**src/rtl/lcd_timing_pattern_gen_if.sv**
```systemverilog
// LCD output bus of the timing/pattern generator plus its run-time controls.
// The generator side (master) drives the panel signals and overlay markers;
// the consumer side (slave) supplies the pattern select and solid colour.
interface lcd_timing_pattern_gen_if;
  logic [1:0]  Mode;
  logic [15:0] SolidRGB;
  logic        LCD_DE;
  logic        LCD_HSYNC;
  logic        LCD_VSYNC;
  logic [4:0]  LCD_R;
  logic [5:0]  LCD_G;
  logic [4:0]  LCD_B;
  logic [15:0] PixX;
  logic [15:0] PixY;
  logic        FrameStart;
  logic [15:0] FrameCnt;

  modport master (
    input  Mode, SolidRGB,
    output LCD_DE, LCD_HSYNC, LCD_VSYNC, LCD_R, LCD_G, LCD_B,
    output PixX, PixY, FrameStart, FrameCnt
  );

  modport slave (
    output Mode, SolidRGB,
    input  LCD_DE, LCD_HSYNC, LCD_VSYNC, LCD_R, LCD_G, LCD_B,
    input  PixX, PixY, FrameStart, FrameCnt
  );
endinterface

```
**src/rtl/lcd_timing_pattern_gen.sv**
```systemverilog
// Parametrised RGB565 parallel-LCD timing generator with test-pattern engine.
// Stage 1 holds the raster position (h,v), frame counter, latched mode and the
// colour-bar state; stage 2 registers every pin and overlay output from it.
module lcd_timing_pattern_gen #(
  parameter int unsigned H_ACTIVE   = 800,
  parameter int unsigned H_FP       = 210,
  parameter int unsigned H_SYNC     = 1,
  parameter int unsigned H_BP       = 182,
  parameter int unsigned V_ACTIVE   = 480,
  parameter int unsigned V_FP       = 45,
  parameter int unsigned V_SYNC     = 5,
  parameter int unsigned V_BP       = 0,
  parameter bit          HS_POL     = 1'b0,
  parameter bit          VS_POL     = 1'b0,
  parameter int unsigned CHK_LOG2   = 5,
  parameter int unsigned GRAD_SHIFT = 4
) (
  input  logic                      PixelClk,
  input  logic                      RST,
  lcd_timing_pattern_gen_if.master  lcd
);

  // Region boundaries along each axis: sync, back porch, active, front porch.
  localparam logic [15:0] H_SYNC_END = 16'(H_SYNC);
  localparam logic [15:0] H_ACT_BEG  = 16'(H_SYNC + H_BP);
  localparam logic [15:0] H_ACT_END  = 16'(H_SYNC + H_BP + H_ACTIVE);
  localparam logic [15:0] H_LAST     = 16'(H_SYNC + H_BP + H_ACTIVE + H_FP - 1);
  localparam logic [15:0] V_SYNC_END = 16'(V_SYNC);
  localparam logic [15:0] V_ACT_BEG  = 16'(V_SYNC + V_BP);
  localparam logic [15:0] V_ACT_END  = 16'(V_SYNC + V_BP + V_ACTIVE);
  localparam logic [15:0] V_LAST     = 16'(V_SYNC + V_BP + V_ACTIVE + V_FP - 1);

  // Bars are H_ACTIVE/8 wide; the guard keeps tiny panels from a zero width.
  localparam int unsigned BAR_W    = ((H_ACTIVE / 8) > 0) ? (H_ACTIVE / 8) : 1;
  localparam logic [15:0] BAR_LAST = 16'(BAR_W - 1);

  // Counter stage
  logic [15:0] h_r;
  logic [15:0] v_r;
  logic [15:0] frame_cnt_r;
  logic [1:0]  mode_r;
  logic [15:0] bar_cnt_r;
  logic [2:0]  bar_idx_r;

  logic        h_last_s;
  logic        v_last_s;
  logic [15:0] h_nxt_s;
  logic [15:0] v_nxt_s;
  logic [15:0] bar_cnt_nxt_s;
  logic [2:0]  bar_idx_nxt_s;

  // Decode of the current position
  logic        h_act_s;
  logic        v_act_s;
  logic        de_s;
  logic        hsync_s;
  logic        vsync_s;
  logic        frame_start_s;
  logic [15:0] pix_x_s;
  logic [15:0] pix_y_s;
  logic        chk_s;
  logic [5:0]  grey_s;
  logic [15:0] rgb_s;

  // Output stage
  logic        de_r;
  logic        hsync_r;
  logic        vsync_r;
  logic [15:0] rgb_r;
  logic [15:0] pix_x_r;
  logic [15:0] pix_y_r;
  logic        frame_start_r;
  logic [15:0] frame_cnt_out_r;

  assign h_last_s      = (h_r == H_LAST);
  assign v_last_s      = (v_r == V_LAST);
  assign h_act_s       = (h_r >= H_ACT_BEG) && (h_r < H_ACT_END);
  assign v_act_s       = (v_r >= V_ACT_BEG) && (v_r < V_ACT_END);
  assign de_s          = h_act_s && v_act_s;
  assign hsync_s       = (h_r < H_SYNC_END) ? HS_POL : ~HS_POL;
  assign vsync_s       = (v_r < V_SYNC_END) ? VS_POL : ~VS_POL;
  assign frame_start_s = (h_r == 16'h0000) && (v_r == 16'h0000);
  assign pix_x_s       = de_s ? (h_r - H_ACT_BEG) : 16'h0000;
  assign pix_y_s       = de_s ? (v_r - V_ACT_BEG) : 16'h0000;
  assign chk_s         = pix_x_s[CHK_LOG2] ^ pix_y_s[CHK_LOG2];

  // Raster advance: line wrap steps v, and a frame wrap lands on (0,0) in one step.
  always_comb begin
    h_nxt_s = h_r;
    v_nxt_s = v_r;
    if (h_last_s) begin
      h_nxt_s = 16'h0000;
      v_nxt_s = v_last_s ? 16'h0000 : (v_r + 16'h0001);
    end else begin
      h_nxt_s = h_r + 16'h0001;
      v_nxt_s = v_r;
    end
  end

  // Bar state tracks the pixel at h_r; cleared just before each line's active start.
  always_comb begin
    bar_cnt_nxt_s = bar_cnt_r;
    bar_idx_nxt_s = bar_idx_r;
    if (h_nxt_s == H_ACT_BEG) begin
      bar_cnt_nxt_s = 16'h0000;
      bar_idx_nxt_s = 3'd0;
    end else if (h_act_s) begin
      if (bar_cnt_r == BAR_LAST) begin
        bar_cnt_nxt_s = 16'h0000;
        bar_idx_nxt_s = (bar_idx_r == 3'd7) ? 3'd7 : (bar_idx_r + 3'd1);
      end else begin
        bar_cnt_nxt_s = bar_cnt_r + 16'h0001;
        bar_idx_nxt_s = bar_idx_r;
      end
    end else begin
      bar_cnt_nxt_s = bar_cnt_r;
      bar_idx_nxt_s = bar_idx_r;
    end
  end

  // Counter stage register: mode and frame count change on the frame-wrap edge only.
  always_ff @(posedge PixelClk) begin
    if (RST) begin
      h_r         <= 16'h0000;
      v_r         <= 16'h0000;
      frame_cnt_r <= 16'h0000;
      mode_r      <= 2'd0;
      bar_cnt_r   <= 16'h0000;
      bar_idx_r   <= 3'd0;
    end else begin
      h_r       <= h_nxt_s;
      v_r       <= v_nxt_s;
      bar_cnt_r <= bar_cnt_nxt_s;
      bar_idx_r <= bar_idx_nxt_s;
      if (h_last_s && v_last_s) begin
        frame_cnt_r <= frame_cnt_r + 16'h0001;
        mode_r      <= lcd.Mode;
      end
    end
  end

  // Pattern colour for the current position; blank outside the active area.
  always_comb begin
    rgb_s  = 16'h0000;
    grey_s = 6'(pix_x_s >> GRAD_SHIFT);
    if (de_s) begin
      case (mode_r)
        2'd0: rgb_s = {(bar_idx_r[1] ? 5'h00 : 5'h1F),
                       (bar_idx_r[2] ? 6'h00 : 6'h3F),
                       (bar_idx_r[0] ? 5'h00 : 5'h1F)};
        2'd1: rgb_s = {grey_s[5:1], grey_s, grey_s[5:1]};
        2'd2: rgb_s = chk_s ? 16'hFFFF : 16'h0000;
        2'd3: rgb_s = lcd.SolidRGB;
        default: rgb_s = 16'h0000;
      endcase
    end else begin
      rgb_s = 16'h0000;
    end
  end

  // Output register: every pin lags the counter stage by exactly one clock.
  always_ff @(posedge PixelClk) begin
    if (RST) begin
      de_r            <= 1'b0;
      hsync_r         <= ~HS_POL;
      vsync_r         <= ~VS_POL;
      rgb_r           <= 16'h0000;
      pix_x_r         <= 16'h0000;
      pix_y_r         <= 16'h0000;
      frame_start_r   <= 1'b0;
      frame_cnt_out_r <= 16'h0000;
    end else begin
      de_r            <= de_s;
      hsync_r         <= hsync_s;
      vsync_r         <= vsync_s;
      rgb_r           <= rgb_s;
      pix_x_r         <= pix_x_s;
      pix_y_r         <= pix_y_s;
      frame_start_r   <= frame_start_s;
      frame_cnt_out_r <= frame_cnt_r;
    end
  end

  assign lcd.LCD_DE     = de_r;
  assign lcd.LCD_HSYNC  = hsync_r;
  assign lcd.LCD_VSYNC  = vsync_r;
  assign lcd.LCD_R      = rgb_r[15:11];
  assign lcd.LCD_G      = rgb_r[10:5];
  assign lcd.LCD_B      = rgb_r[4:0];
  assign lcd.PixX       = pix_x_r;
  assign lcd.PixY       = pix_y_r;
  assign lcd.FrameStart = frame_start_r;
  assign lcd.FrameCnt   = frame_cnt_out_r;

endmodule
```
**src/flat_wrapper.sv**
```systemverilog
// flat-port wrapper written by rule: the top's interface ports become plain ports
module lcd_timing_pattern_gen_flat 
#(
  parameter int unsigned H_ACTIVE   = 800,
  parameter int unsigned H_FP       = 210,
  parameter int unsigned H_SYNC     = 1,
  parameter int unsigned H_BP       = 182,
  parameter int unsigned V_ACTIVE   = 480,
  parameter int unsigned V_FP       = 45,
  parameter int unsigned V_SYNC     = 5,
  parameter int unsigned V_BP       = 0,
  parameter bit          HS_POL     = 1'b0,
  parameter bit          VS_POL     = 1'b0,
  parameter int unsigned CHK_LOG2   = 5,
  parameter int unsigned GRAD_SHIFT = 4
)
  (PixelClk, RST, lcd_Mode, lcd_SolidRGB, lcd_LCD_DE, lcd_LCD_HSYNC, lcd_LCD_VSYNC, lcd_LCD_R, lcd_LCD_G, lcd_LCD_B, lcd_PixX, lcd_PixY, lcd_FrameStart, lcd_FrameCnt);
  lcd_timing_pattern_gen_if lcd_i ();
  input  logic PixelClk;
  input  logic RST;
  input wire logic [$bits(lcd_i.Mode)-1:0] lcd_Mode;
  input wire logic [$bits(lcd_i.SolidRGB)-1:0] lcd_SolidRGB;
  output wire logic [$bits(lcd_i.LCD_DE)-1:0] lcd_LCD_DE;
  output wire logic [$bits(lcd_i.LCD_HSYNC)-1:0] lcd_LCD_HSYNC;
  output wire logic [$bits(lcd_i.LCD_VSYNC)-1:0] lcd_LCD_VSYNC;
  output wire logic [$bits(lcd_i.LCD_R)-1:0] lcd_LCD_R;
  output wire logic [$bits(lcd_i.LCD_G)-1:0] lcd_LCD_G;
  output wire logic [$bits(lcd_i.LCD_B)-1:0] lcd_LCD_B;
  output wire logic [$bits(lcd_i.PixX)-1:0] lcd_PixX;
  output wire logic [$bits(lcd_i.PixY)-1:0] lcd_PixY;
  output wire logic [$bits(lcd_i.FrameStart)-1:0] lcd_FrameStart;
  output wire logic [$bits(lcd_i.FrameCnt)-1:0] lcd_FrameCnt;
  assign lcd_i.Mode = lcd_Mode;
  assign lcd_i.SolidRGB = lcd_SolidRGB;
  assign lcd_LCD_DE = lcd_i.LCD_DE;
  assign lcd_LCD_HSYNC = lcd_i.LCD_HSYNC;
  assign lcd_LCD_VSYNC = lcd_i.LCD_VSYNC;
  assign lcd_LCD_R = lcd_i.LCD_R;
  assign lcd_LCD_G = lcd_i.LCD_G;
  assign lcd_LCD_B = lcd_i.LCD_B;
  assign lcd_PixX = lcd_i.PixX;
  assign lcd_PixY = lcd_i.PixY;
  assign lcd_FrameStart = lcd_i.FrameStart;
  assign lcd_FrameCnt = lcd_i.FrameCnt;
  lcd_timing_pattern_gen #(.H_ACTIVE(H_ACTIVE), .H_FP(H_FP), .H_SYNC(H_SYNC), .H_BP(H_BP), .V_ACTIVE(V_ACTIVE), .V_FP(V_FP), .V_SYNC(V_SYNC), .V_BP(V_BP), .HS_POL(HS_POL), .VS_POL(VS_POL), .CHK_LOG2(CHK_LOG2), .GRAD_SHIFT(GRAD_SHIFT)) u_core (.PixelClk(PixelClk), .RST(RST), .lcd(lcd_i));
endmodule
```
**config.mk**
```make
export PLATFORM = sky130hd
export DESIGN_NAME = lcd_timing_pattern_gen_flat
export DESIGN_NICKNAME = d
export VERILOG_FILES = /design/src/rtl/lcd_timing_pattern_gen_if.sv /design/src/rtl/lcd_timing_pattern_gen.sv /design/src/flat_wrapper.sv
export SDC_FILE = /design/constraint.sdc
export NUM_CORES = 1
export LEC_CHECK = 0
export CORE_MARGIN = 2
export CORE_UTILIZATION = 58
export DETAILED_ROUTE_END_ITERATION = 8
export PLACE_DENSITY = 0.85
export SYNTH_ARGS = -nofsm -noshare
export SYNTH_HDL_FRONTEND = slang
export SYNTH_SLANG_ARGS = --single-unit
```
**constraint.sdc**
```tcl
create_clock -name PixelClk -period 3.9 [get_ports PixelClk]
set_input_delay 0.585 -clock PixelClk [delete_from_list [all_inputs] [get_ports PixelClk]]
set_output_delay 0.585 -clock PixelClk [all_outputs]
set_load 0.01 [all_outputs]
```
==> summary by stage, run 1 <==
Hold path
The worst-case hold path end point is u_core.lcd.FrameCnt[15]$_SDFF_PP0_. The worst min-delay path startpoint is u_core.frame_cnt_r[15]$_SDFFE_PP0P_. Counting instances, the worst hold path has a depth of 1. The worst min-delay path class is reg2reg.

Route
In this run the remaining antenna-violating nets after routing total 0. The routed design has 14800 um of wire. The iteration-0 DRC count of the detailed router is 267. The first TritonRoute pass finished after 5 iterations.

The routed layout has 5061 vias. The via count normalized by instance count is 5.79. The mean routed wirelength per cell is 16.9 um. The DRC violation count after routing is 0.

CTS
The H-tree was split into 4 levels. CTS placed an instance of clkbuf_8 at the clock tree root. Once the clock tree was built, the resizer swapped 0 gates to a different size. The number of setup buffers added after CTS is 0. The clock net sink count is 137. In this run, CTS created clock tree buffers numbering 17. Clock-pin slew was measured on the worst setup and hold paths at 0.07 ns.

The post-cts hold buffer count is 0. TritonCTS built the clock tree. Counting along the longest clock path gives a buffer depth of 2. The later pin in the worst-skew pair is clocked with a latency of 0.53 ns.

Timing
The period utilization is 80.7%. For the final routed database, the setup TNS stands at 0 ns. The max-slew violation count came to 0.

Based on the critical path, the design can be clocked at up to 318 MHz. The final setup skew is 0.0129 ns. Across all setup checks in the final design, the least slack found is 0.753 ns. The final hold violation count came to 0. Measured against its own limit, the worst slew margin works out to 37.6%. Setup repair after global routing left no endpoint under its margin. The final period demand of the worst path is 3.15 ns. The transition time of the tightest slew-check pin is 0.929 ns.

Across all hold checks on the routed design, the worst slack comes to 0.484 ns. Setup violations remaining at the end of the flow were counted as 0.

Setup path
Across all register-to-register paths, the minimum setup slack is 0.75 ns. In this run the worst path has a maximum fanout of 13. The worst setup path is of the reg2reg kind. The launch point of the worst reg-to-reg path is u_core.h_r[6]$_SDFF_PP0_. The depth of the worst register-to-register path is 6. STA puts the critical path data required time at 4.27 ns. Data on the critical path arrives at its endpoint at 3.52 ns. The most critical setup path has its startpoint at u_core.h_r[6]$_SDFF_PP0_. STA classifies the critical path endpoint as a register. The critical register-to-register path endpoint is u_core.bar_cnt_r[13]$_SDFFE_PP0P_. STA classifies the critical path startpoint as a register.

Synthesis
By count the netlist is led by dfxtp_1, nor2_1, nand2_1. dfxtp_1 is the most common cell in the netlist. Dividing the synthesized area by the synthesized cell count gives 8.93 sq um. In the post-synthesis netlist, the biggest area contributors are dfxtp_1, nor2_1, xor2_1, xnor2_1, nand4_1. Of the synthesized area, sequential elements account for 46.7%.

The number of synthesized flops with an enable pin is 0. The top flip-flop cell by instance count after synthesis is dfxtp_1. The distinct cell type count of the synthesized netlist is 55.

The flip-flop and latch count after synthesis is 137. The number of warnings reported in the yosys synthesis log is 0. The number of standard cells after synthesis is 658. The top cell type by area accounts for 46.7% of the synthesized area. The share of flip-flops with an asynchronous set or reset is 0%. The largest total area in the synthesized netlist belongs to dfxtp_1. The total standard cell area after synthesis is 0.00588 sq mm.

Placement
Before CTS, the worst setup slack after placement is 0.850 ns. The final estimated routing congestion in global placement is 0.889. The number of buffer cells added on primary ports is 87. The wire-length estimate of the detail-placed layout is 9800 um.

Finish
The fill cell total of the finished layout is 692. The net count reported at finish is 758. The area growth from synthesis to layout is 25.6%.

The share of cells above drive strength 1 is 7.42%. The number of antenna diodes in the final layout is 0. The area of all sequential standard cells is 0.00274 sq mm.

Summing all multi-input logic gate instances after layout gives 0.00290 sq mm. The share of the core filled with cells in the final layout is 75.2%.

Die
The starting density of the core is 59.9%. The top-level I/O count is 88. The floorplan step set the die width to 105 um. The die covers 0.0110 sq mm. The region available for standard cell placement spans 0.00982 sq mm. The initialized floorplan defines 36 standard-cell rows.

The die extent in y is 105 um.

Flow run
Across the run, the number of max-cap violations was 0.

GRT
The total overflow reported by the global router is 0. The number of antenna violations at the first check in global routing is 0. The via count of the first global-routing pass was 4875.

The maximum number of pins on one net before global-route repair is 53. The first global-routing pass estimated 24200 um of wire. The total routing usage reported by global routing is 27.5%.

Power
Summed over all cells, the static leakage comes to 2.74 nW. Power comes to 3.08 mW. For this design the ratio of total power to cell area is 417 mW/mm^2. The maximum VDD drop is 0.000252 V.

Status
The flow ran to the end, and the final reports show no timing, DRC or antenna violations.
[critical path: stages, from the launching register on]
cell	delay [ns]
dfxtp_1	0.59
nand3_1	0.30
nor4_1	0.61
nand3_1	0.15
a2111o_1	0.48
nor3_2	0.74
nor4_1	0.11
[placed cells by master, fill, tap and decap left out, types with 21 or more instances in the layout]
cell               n
xor2_1            40
dfxtp_1          137
xnor2_1           35
nand2_1           42
nor2_1           100
nor4_1            29
nand3_1           25
nor2b_1           21
nand4_1           31
clkdlybuf4s50_1   87
[power breakdown]
part | internal (mW) | total (mW) | switching [mW]
sequential | 1.41 | 1.41 | 0.00802
clock | 0.942 | 1.59 | 0.650
combinational | 0.0355 | 0.0733 | 0.0378
[worst max path at each step]
stage                                             end  cells after the start
floorplan                 u_core.v_r[15]$_SDFFE_PP0N_                      7
global placement       u_core.lcd.PixX[15]$_SDFF_PP0_                      8
detailed placement   u_core.bar_cnt_r[8]$_SDFFE_PP0P_                      6
CTS                    u_core.lcd.PixX[15]$_SDFF_PP0_                      8
global route         u_core.bar_cnt_r[4]$_SDFFE_PP0P_                      6
finish              u_core.bar_cnt_r[13]$_SDFFE_PP0P_                      6
[through the flow]
| stage | instances | cell area [sq um] |
|---|---|---|
| floorplan | 660 | 5890 |
| global placement | 842 | 6790 |
| detailed placement | 842 | 6790 |
| CTS | 874 | 7380 |
| global route | 874 | 7380 |
| finish | 874 | 7380 |
[flip-flops by register name, indices dropped and copies added (netlist names)]
signal / count
u_core.lcd.LCD_HSYNC: 1
u_core.lcd.PixX: 16
u_core.lcd.LCD_DE: 1
u_core.bar_cnt_r: 16
u_core.lcd.LCD_VSYNC: 1
u_core.lcd.PixY: 16
u_core.lcd.FrameStart: 1
u_core.rgb_r: 16
u_core.lcd.FrameCnt: 16
u_core.mode_r: 2
u_core.frame_cnt_r: 16
u_core.v_r: 16
u_core.h_r: 16
u_core.bar_idx_r: 3
[logic make-up (layout without fill, tap and decap cells)]
| kind of cell | after synthesis | count (layout) | synth area share, % |
|---|---|---|---|
| compound gates | 50 | 50 | 6.09 |
| xor+xnor | 75 | 75 | 11.2 |
| fa+ha+maj | 10 | 10 | 2.13 |
| buf+inv | 60 | 141 | 4.19 |
| flops | 137 | 137 | 46.7 |
| mux | 7 | 7 | 1.26 |
| other cells | 1 | 3 | 0.0638 |
| simple gates | 318 | 318 | 28.4 |
[per-layer routing]
| metal | global-route usage, % | vias up | routed length [um] | share of wire (%) |
|---|---|---|---|---|
| met5 | 0 | - | 0 | 0 |
| met1 | 34.0 | 2427 | 6210 | 42 |
| li1 | - | 2410 | - | - |
| met3 | 6.36 | 34 | 782 | 5.3 |
| met2 | 46.6 | 190 | 7430 | 50 |
| met4 | 10.6 | 0 | 337 | 2.3 |
[layout make-up]
cell class                 instances  area share, %
clock buffer                      18           5.80
clock inverter                    14           2.17
inverter                          13          0.661
multi-input combinational        463           39.2
sequential                       137           37.2
tap                              133           2.25
timing repair buffer              96           12.7
(Power assumes the default switching activity.)
==> run 2, diff against run 1 <==
CORE_UTILIZATION = 54   (was 58)
PLACE_DENSITY = 0.8   (was 0.85)
clock period = 3.3 ns   (was 3.9 ns; I/O delays follow)
==> run 2 against run 1 <==
Against the previous run:
- sequential share of layout area down 0.29 points
- critical path type unchanged
- die area rose by 7.1%
- clock power is 19% higher
- core utilization shrank 5.9 points
- fmax grew 7.1%
- first-iteration DRC count shrank 3.4%
==> summary by stage, run 2 (same netlist as run 1, synthesis figures left out) <==
Finish
The final antenna diode count is 0. The filler cells instantiated in the layout total 838. The net count reported at finish is 764. In the layout the commonest cells are dfxtp_1, nor2_1, clkdlybuf4s50_1. The library cell used most frequently in the layout, excluding fill and tap cells, is dfxtp_1. Compared with the post-synthesis result, the final layout area differs by 26.6%. In the final layout, the share of cells above drive strength 1 is 7.91%.

GRT
The total routing usage reported by global routing is 25.7%. The total overflow reported by the global router is 0. The number of antenna violations at the first check in global routing is 0. The maximum number of pins on one net before global-route repair is 51. The global-route wire length before repair is 23500 um.

The via count of the first global-routing pass is 4883.

Status
The run finished with clean final reports.

Die
From bottom edge to top edge, the die measures 108 um. The area of the die is 0.0117 sq mm. In this run the horizontal extent of the chip is 108 um.

In this run the core area contains 38 standard-cell rows. The core outline area is 0.0107 sq mm. The top-level I/O count is 88.

The starting density of the core is 54.7%.

Route
The total number of vias is 4967. After detailed routing, the met3 layer carries 850 um of wire. Wire segments on met2 add up to 7010 um in the final route. The highest signal layer in the routed design is met4.

The via count normalized by instance count is 5.61. The mean routed wirelength per cell is 16.4 um. The iteration-0 DRC count of the detailed router is 258. For this run, the detailed router's first-pass iteration total came to 6. The wire length the detailed router placed on met1 is 6300 um. After detailed routing, the number of remaining DRC violations is 0. Once detail routing completed, the nets flagged for antenna violations numbered 0. The post-detailed-routing wire length is 14500 um.

Hold path
Counting instances, the worst hold path has a depth of 1. The path with the worst hold slack has its endpoint at u_core.lcd.FrameCnt[15]$_SDFF_PP0_. The worst min-delay path startpoint is u_core.frame_cnt_r[15]$_SDFFE_PP0P_. The worst min-delay path class is reg2reg.

Setup path
On the worst path, the slowest cell contributes a delay of 0.57 ns. The worst setup path is captured at a register. Walking the worst path, the cells encountered are ha_1 -> a21oi_1 -> o21a_1 -> nor3_2 -> nand4_1 -> buf_4 -> a41oi_1. Along the worst path, the maximum fanout reaches 31.

The launch point of the worst reg-to-reg path is u_core.h_r[0]$_SDFF_PP0_. The worst setup path is of the reg2reg kind. The slowest stage cell on the critical path is nor3_2. The worst setup path is launched from a register. The worst register-to-register path has a depth of 7. At the worst endpoint, the arrival time is 3.37 ns. Data on the critical path is required at its endpoint by 3.73 ns.

The reg-to-reg setup timing slack is 0.36 ns. The critical register-to-register path endpoint is u_core.rgb_r[12]$_SDFF_PP0_.

Power
The maximum VDD drop is 0.000398 V. The design draws 3.65 mW. The cell area power density is 491 mW/mm^2. The analysis attributes to cell leakage a power of 2.77 nW.

CTS
The count of instances resized after the clock tree is built is 0. The clock net sink count is 137. The clock tree buffer depth is 2. The clock reaches the later pin of the worst-skew pair after 0.52 ns. The root buffer cell is clkbuf_8.

The post-cts hold buffer count is 0. TritonCTS built the clock tree. In this run the number of H-tree levels came out at 4. After clock tree synthesis, the clock-pin slew on the worst setup and hold paths is 0.06 ns. The number of setup buffers added after CTS is 0.

The number of buffers created by CTS is 17.

Timing
Setup violations remaining at the end of the flow were counted as 0. Headroom to the max-slew limit came out at 53.5%. After layout, the worst path uses 89.0% of the clock period. Setup repair after global routing left no endpoint under its margin. The worst hold margin is 0.488 ns.

The transition time of the tightest slew-check pin is 0.694 ns. The max-slew violation count is 0. Across the routed clock network, the largest skew measured is 0.00822 ns. In the post-route analysis, the smallest setup slack over all paths is 0.362 ns. Adding up every negative setup slack in the final design gives 0 ns.

The final hold violation count came to 0. The final period demand of the worst path is 2.94 ns. The maximum achievable frequency is 340 MHz.

Placement
The post-placement worst setup slack is 0.420 ns. The number of buffer cells added on primary ports is 87. The final estimated routing congestion in global placement is 0.956.

The final HPWL from detailed placement is 10000 um.

Flow run
Max-cap violations in this run came to 0.
-- run 2: changes by cell type in the layout (fill, tap and decap cells not counted) --
cell and change:
buf_4 +6, inv_6 -5, bufinv_16 +1, clkbuf_1 +1, clkbuf_8 +1, clkinv_2 +1, clkinvlp_4 +1, inv_8 -1
-- run 2: critical path: cells and delay by family, from the launching register on --
| family | cells | cell delay, ns |
|---|---|---|
| simple gates | 2 | 0.79 |
| compound gates | 3 | 0.76 |
| flops | 1 | 0.52 |
| fa+ha+maj | 1 | 0.44 |
| buf+inv | 1 | 0.32 |
-- run 2: power breakdown --
group          internal [mW]  switching, mW  leakage [nW]
registers               1.66        0.00864          1.11
clock network           1.19          0.707         0.279
logic                 0.0417         0.0434          1.38
-- run 2: layer usage --
metal  up-vias  track usage [%]
met3        34             5.67
met1      2324             32.5
met4         0             11.3
met5         -                0
li1       2422                -
met2       187             42.4
-- run 2: area by class of cell --
type | instances | area (sq um) | area share (%)
multi-input combinational | 463 | 2900 | 38.9
clock inverter | 11 | 148 | 1.98
inverter | 13 | 48.8 | 0.656
clock buffer | 20 | 445 | 5.99
timing repair buffer | 102 | 983 | 13.2
tap | 140 | 175 | 2.35
sequential | 137 | 2740 | 36.9
-- run 2: worst max path at each step --
stage / start / endpoint / depth (start not counted)
final: u_core.h_r[0]$_SDFF_PP0_ / u_core.rgb_r[12]$_SDFF_PP0_ / 7
after global routing: u_core.h_r[0]$_SDFF_PP0_ / u_core.rgb_r[12]$_SDFF_PP0_ / 7
after CTS: u_core.h_r[0]$_SDFF_PP0_ / u_core.rgb_r[12]$_SDFF_PP0_ / 7
after detailed placement: u_core.h_r[0]$_SDFF_PP0_ / u_core.rgb_r[12]$_SDFF_PP0_ / 7
after global placement: u_core.h_r[0]$_SDFF_PP0_ / u_core.rgb_r[12]$_SDFF_PP0_ / 7
after floorplan: u_core.h_r[13]$_SDFF_PP0_ / u_core.v_r[15]$_SDFFE_PP0N_ / 7
-- run 2: through the flow --
step	utilization (%)	cells	area [sq um]
after detailed placement	63.7	855	6850
after floorplan	-	660	5890
after global routing	69.2	886	7440
after CTS	69.2	886	7440
after global placement	63.7	855	6850
final	69.2	886	7440
